**src/rtl/axis_pkg.sv**
```systemverilog
// rtl/axis_pkg.sv - shared types and beat-building helpers for the AXI-Stream packet generator.
package axis_pkg;

    typedef enum logic [0:0] {GEN_IDLE, GEN_SEND} gen_state_t;

    // Helpers are sized for the widest supported bus; callers truncate to their own width.
    localparam int unsigned MAX_LANES = 64;

    function automatic logic [MAX_LANES-1:0] keep_for_bytes(input int unsigned remaining);
        logic [MAX_LANES-1:0] keep;
        for (int unsigned i = 0; i < MAX_LANES; i++) begin
            keep[i] = (i < remaining);
        end
        return keep;
    endfunction

    function automatic logic [MAX_LANES*8-1:0] pattern_beat(input logic [7:0] seed,
                                                            input logic [7:0] base);
        logic [MAX_LANES*8-1:0] data;
        for (int i = 0; i < MAX_LANES; i++) begin
            data[i*8 +: 8] = seed + base + 8'(i);
        end
        return data;
    endfunction

endpackage

```
**src/rtl/axis_pkt_gen.sv**
```systemverilog
// rtl/axis_pkt_gen.sv - AXI-Stream packet source with incrementing byte pattern.
// One command per packet; partial tkeep and tlast on the final beat.
module axis_pkt_gen
    import axis_pkg::*;
#(
    parameter int WIDTH_TDATA = 32,
    parameter int WIDTH_TUSER = 1,
    parameter int WIDTH_TID   = 4,
    parameter int WIDTH_TKEEP = 4,
    parameter int WIDTH_LEN   = 16
) (
    input  logic                   clk,
    input  logic                   rst,
    input  logic                   cmd_valid,
    output logic                   cmd_ready,
    input  logic [WIDTH_LEN-1:0]   cmd_len,
    input  logic [7:0]             cmd_seed,
    input  logic [WIDTH_TID-1:0]   cmd_tid,
    input  logic [WIDTH_TUSER-1:0] cmd_tuser,
    output logic                   axis_s_tvalid,
    output logic [WIDTH_TDATA-1:0] axis_s_tdata,
    output logic [WIDTH_TUSER-1:0] axis_s_tuser,
    output logic [WIDTH_TID-1:0]   axis_s_tid,
    output logic [WIDTH_TKEEP-1:0] axis_s_tkeep,
    output logic                   axis_s_tlast,
    input  logic                   axis_s_tready,
    output logic                   busy,
    output logic                   pkt_done,
    output logic [15:0]            pkt_cnt
);

    localparam int unsigned          BYTES   = WIDTH_TDATA / 8;
    localparam logic [WIDTH_LEN-1:0] BYTES_L = WIDTH_LEN'(BYTES);
    localparam logic [7:0]           BYTES_B = 8'(BYTES);

    generate
        if (WIDTH_TDATA % 8 != 0) begin : g_bad_tdata
            $error("axis_pkt_gen: WIDTH_TDATA must be a multiple of 8");
        end
        if (WIDTH_TKEEP != WIDTH_TDATA / 8) begin : g_bad_tkeep
            $error("axis_pkt_gen: WIDTH_TKEEP must equal WIDTH_TDATA/8");
        end
    endgenerate

    gen_state_t           state;
    logic [WIDTH_LEN-1:0] remaining;
    logic [7:0]           base;
    logic [7:0]           seed_q;

    logic                   accept;
    logic                   beat_hs;
    logic                   last_hs;
    logic                   cmd_empty;
    logic [WIDTH_LEN-1:0]   load_rem;
    logic [7:0]             load_base;
    logic [7:0]             load_seed;
    int unsigned            load_avail;
    logic [WIDTH_TDATA-1:0] load_pat;
    logic [WIDTH_TDATA-1:0] load_data;
    logic [WIDTH_TKEEP-1:0] load_keep;
    logic                   load_last;

    assign cmd_ready = (state == GEN_IDLE) && !rst;
    assign busy      = (state == GEN_SEND);

    // Next beat to present: either beat 0 of a fresh command or the successor of the current beat.
    always_comb begin
        accept    = cmd_valid && cmd_ready;
        beat_hs   = axis_s_tvalid && axis_s_tready;
        last_hs   = beat_hs && axis_s_tlast;
        cmd_empty = (cmd_len == '0);
        if (accept) begin
            load_rem  = cmd_len;
            load_base = 8'd0;
            load_seed = cmd_seed;
        end else begin
            load_rem  = remaining - BYTES_L;
            load_base = base + BYTES_B;
            load_seed = seed_q;
        end
        if (load_rem >= BYTES_L) begin
            load_avail = BYTES;
        end else begin
            load_avail = 32'(load_rem);
        end
        load_keep = WIDTH_TKEEP'(keep_for_bytes(load_avail));
        load_pat  = WIDTH_TDATA'(pattern_beat(load_seed, load_base));
        for (int i = 0; i < WIDTH_TKEEP; i++) begin
            load_data[i*8 +: 8] = load_pat[i*8 +: 8] & {8{load_keep[i]}};
        end
        load_last = (load_rem <= BYTES_L);
    end

    always_ff @(posedge clk) begin
        if (rst) begin
            state     <= GEN_IDLE;
            remaining <= '0;
            base      <= 8'd0;
            seed_q    <= 8'd0;
        end else begin
            case (state)
                GEN_IDLE: begin
                    if (accept && !cmd_empty) begin
                        state     <= GEN_SEND;
                        remaining <= load_rem;
                        base      <= load_base;
                        seed_q    <= load_seed;
                    end
                end
                GEN_SEND: begin
                    if (last_hs) begin
                        state <= GEN_IDLE;
                    end else if (beat_hs) begin
                        remaining <= load_rem;
                        base      <= load_base;
                    end
                end
                default: state <= GEN_IDLE;
            endcase
        end
    end

    // Stream outputs only move on accept or handshake, so they hold while stalled.
    always_ff @(posedge clk) begin
        if (rst) begin
            axis_s_tvalid <= 1'b0;
            axis_s_tdata  <= '0;
            axis_s_tuser  <= '0;
            axis_s_tid    <= '0;
            axis_s_tkeep  <= '0;
            axis_s_tlast  <= 1'b0;
            pkt_done      <= 1'b0;
            pkt_cnt       <= 16'd0;
        end else begin
            pkt_done <= 1'b0;
            if (accept) begin
                if (cmd_empty) begin
                    pkt_done <= 1'b1;
                    pkt_cnt  <= pkt_cnt + 16'd1;
                end else begin
                    axis_s_tvalid <= 1'b1;
                    axis_s_tdata  <= load_data;
                    axis_s_tkeep  <= load_keep;
                    axis_s_tlast  <= load_last;
                    axis_s_tid    <= cmd_tid;
                    axis_s_tuser  <= cmd_tuser;
                end
            end else if (last_hs) begin
                axis_s_tvalid <= 1'b0;
                pkt_done      <= 1'b1;
                pkt_cnt       <= pkt_cnt + 16'd1;
            end else if (beat_hs) begin
                axis_s_tdata <= load_data;
                axis_s_tkeep <= load_keep;
                axis_s_tlast <= load_last;
            end
        end
    end

endmodule

```
**config.mk**
```make
export PLATFORM = sky130hd
export DESIGN_NAME = axis_pkt_gen
export DESIGN_NICKNAME = d
export VERILOG_FILES = /design/src/rtl/axis_pkg.sv /design/src/rtl/axis_pkt_gen.sv
export SDC_FILE = /design/constraint.sdc
export NUM_CORES = 1
export LEC_CHECK = 0
export CAP_MARGIN = 10
export CORE_ASPECT_RATIO = 0.5
export CORE_UTILIZATION = 35
export DETAILED_ROUTE_END_ITERATION = 8
export PLACE_DENSITY = 0.71
export SYNTH_ARGS = -nofsm -noshare
export SYNTH_HDL_FRONTEND = slang
export SYNTH_SLANG_ARGS = --single-unit
export TNS_END_PERCENT = 1
```
**constraint.sdc**
```tcl
create_clock -name clk -period 4 [get_ports clk]
set_input_delay 0.6 -clock clk [delete_from_list [all_inputs] [get_ports clk]]
set_output_delay 0.6 -clock clk [all_outputs]
set_load 0.01 [all_outputs]
```
==> results.toml <==
[outcome]
status = "finished, final reports clean"

[clock_network]
clk_latency_ps = 340
postCtsSetupBuffers = 0
cts.sink_count = 93
cts_hold_buf = 0
tritoncts_clock_tree = "done"
cts_inserted_buffers = 9
path_clk_slew_ps = 70
clock-root-buffer = "clkbuf_16"
clock_tree.buffer_depth = 2
number_of_levels_in_the_clock_h_tree = 3
quantity_of_gates_resized_following_cts = 0

[timing]
tightestPinTransition_ps = 921
timing.final.max_slew_violations = 0
grt_setup_unrepaired = "false"
worst_slew_margin_relative_to_its_limit = 0.386
final_setup_violating_endpoints = 0
hold_viol_final = 0
finalHoldWorstSlack_ps = 456
period_needed_ps = 3580
layout_worst_path_cycle_share = 0.895
skew_ps = 8.33
setup_tns_ps = 0
achievable-frequency_ghz = 0.279

[drt]
via_per_inst = 5.24
router_iterations_before_antenna_repair = 5
postRouteAntennaNets = 0
totalWireLength_um = 13300
wl_per_cell_um = 14.6
drt_iter0_markers = 263
route.vias.total = 4804
route.detailed.drc = 0

[final_layout]
fillCellCount = 1307
layout.cells.non_filler = 917
finish.net_count = 769
layout-area-overhead-vs-synth_pct = 31.7
drive_gt1_frac = 0.0841
antenna-diode-count = 0

[critical_path]
critical-path-slowest-cell = "clkdlybuf4s50_1"
worst-endpoint-arrival_ps = 3850
critPathCaptureType = "register"
number_of_buffers_and_inverters_on_the_critical_path = 1
crit_fanout = 7
setup_slack_of_the_worst_register_to_register_path_ps = 730
crit_type = "primary input to register"
chain_of_cells_forming_the_critical_path = "clkdlybuf4s50_1 -> or3b_1 -> and2_1 -> ha_1 -> fa_1 -> a21o_1 -> a311o_1 -> a21oi_2 -> xnor2_2 -> nand4_1 -> xnor2_1 -> o21ai_0"
critical_path.startpoint_type = "primary input"
worst-endpoint-required_ps = 4270
crit_path_max_incr_delay_ps = 460
critPathTopFamily = "compound AO/OA/AOI/OAI gates"

[floorplanning]
floorplan.rows = 30
core_area_um2 = 13700
starting_density_of_the_core = 0.362
fp.dieArea_um2 = 14700
die_height_um = 86.2
die-width_um = 170
design.portCount = 95

[synth]
synth_top_cells_by_count = "103 x nand2_1, 93 x dfxtp_1, 77 x nor2_1, 51 x a21oi_1, 32 x clkbuf_1"
post-synth-top-area-fraction = 0.375
most_frequent_cell_after_synthesis = "nand2_1"
synthCells = 630
synth_cell_type_count = 59
yosys_most_used_dff = "dfxtp_1"
ys_ff_latch = 93
synth_top_cells_by_area = "dfxtp_1 38%, nand2_1 7.8%, nor2_1 5.8%"
syn-cell-area_um2 = 4960
yosysTopAreaCell = "dfxtp_1"
async_flop_share = 0
synth.yosys.warnings = 0
synth-edff-count = 0
synth_fp_nets = 679
seq_area_frac_synth = 0.375
syn_area_per_cell_um2 = 7.88

[global_route]
grt_pass1_vias = 4373
antenna_found_initial = 0
grt_first_pass_wirelength_um = 21700
grt_util_all_layers = 0.186
maximum_number_of_pins_on_one_net_before_global_route_repair = 87
globalRouteOverflowTotal = 0

[pwr]
power-per-cell-area_nw_per_um2 = 400
static-leakage-power_nw = 2.46
vdd.ir_drop.worst_mv = 0.216

[flow_run]
number_of_max_cap_violations = 0

[hold_path]
hp-class = "register to register"

[placement]
port_buffers = 94
placed_cells_incl_taps = 901
hpwl_detailed_um = 9530
place.gp.congestion = 0.887
==> path summary, 6_finish.rpt <==
kind,startpoint,end,depth (start not counted)
min,axis_s_tid[1],axis_s_tid[1],2
max,cmd_valid,axis_s_tdata[15],12
min reg2reg,axis_s_tid[1],axis_s_tid[1],2
max reg2reg,busy,axis_s_tdata[15],11
==> final cells by class <==
type	instances	area [µm²]	area share
timing repair buffer	115	1090	0.167
clock inverter	7	123	0.0188
multi-input combinational	495	2970	0.454
clock buffer	9	225	0.0345
tap	192	240	0.0368
inverter	6	22.5	0.00345
sequential	93	1860	0.285
==> kinds of logic after synthesis <==
logic type	Yosys count	share of synthesized area
simple gates	298	0.293
buf+inv	42	0.0325
mux	11	0.0222
fa+ha+maj	16	0.0419
xor+xnor	39	0.0688
compound gates	131	0.166
flops	93	0.375
==> report_power, final <==
group | switching, mW | internal (mW) | leakage, nW
sequential | 0.0470 | 0.976 | 0.757
combinational | 0.327 | 0.268 | 1.54
clock | 0.382 | 0.616 | 0.168
==> metrics by stage <==
step | worst slack, ps | instance area [µm²] | util | power (mW)
after floorplan | 13.1 | 4980 | - | 1.43
after global placement | 166 | 6190 | 0.452 | 1.62
after detailed placement | 93.0 | 6190 | 0.452 | 1.63
after CTS | 438 | 6540 | 0.477 | 2.64
after global routing | 318 | 6540 | 0.477 | 2.74
final | 421 | 6540 | 0.477 | 2.62
==> tightest hold or removal path, stage by stage, from the launching register on <==
cell,delay (ps)
dfxtp_1,310
nand2_1,50
a21oi_1,50
==> placed cells by master, fill, tap and decap left out, types with 9 or more instances in the layout <==
cell type | Yosys | layout
mux2i_1 | 11 | 11
and2_1 | 10 | 10
clkdlybuf4s50_1 | 0 | 93
clkbuf_16 | 0 | 9
nor3_1 | 27 | 27
xnor2_1 | 16 | 15
nor2_1 | 77 | 77
a21oi_1 | 51 | 49
xor2_1 | 23 | 22
o21ai_0 | 26 | 26
buf_4 | 0 | 21
nand3_1 | 17 | 17
nand2_1 | 103 | 103
dfxtp_1 | 93 | 93
ha_1 | 15 | 15
==> sequential cells by signal, indices dropped and copies added, names as in the netlist <==
signal and cells:
axis_s_tuser 1, pkt_done 1, axis_s_tvalid 1, seed_q 8
pkt_cnt 16, remaining 16, busy 1, axis_s_tlast 1
axis_s_tid 4, axis_s_tkeep 4, base 8, axis_s_tdata 32
==> routing by layer <==
metal / GRT usage / wire length, µm / vias up
met1: 0.250 / 6550 / 2273
li1: - / - / 2391
met2: 0.303 / 5920 / 126
met4: 0.0508 / 166 / 0
met5: 0 / 0 / -
met3: 0.0411 / 717 / 14
Note: power is estimated with default switching activity, not from simulation.
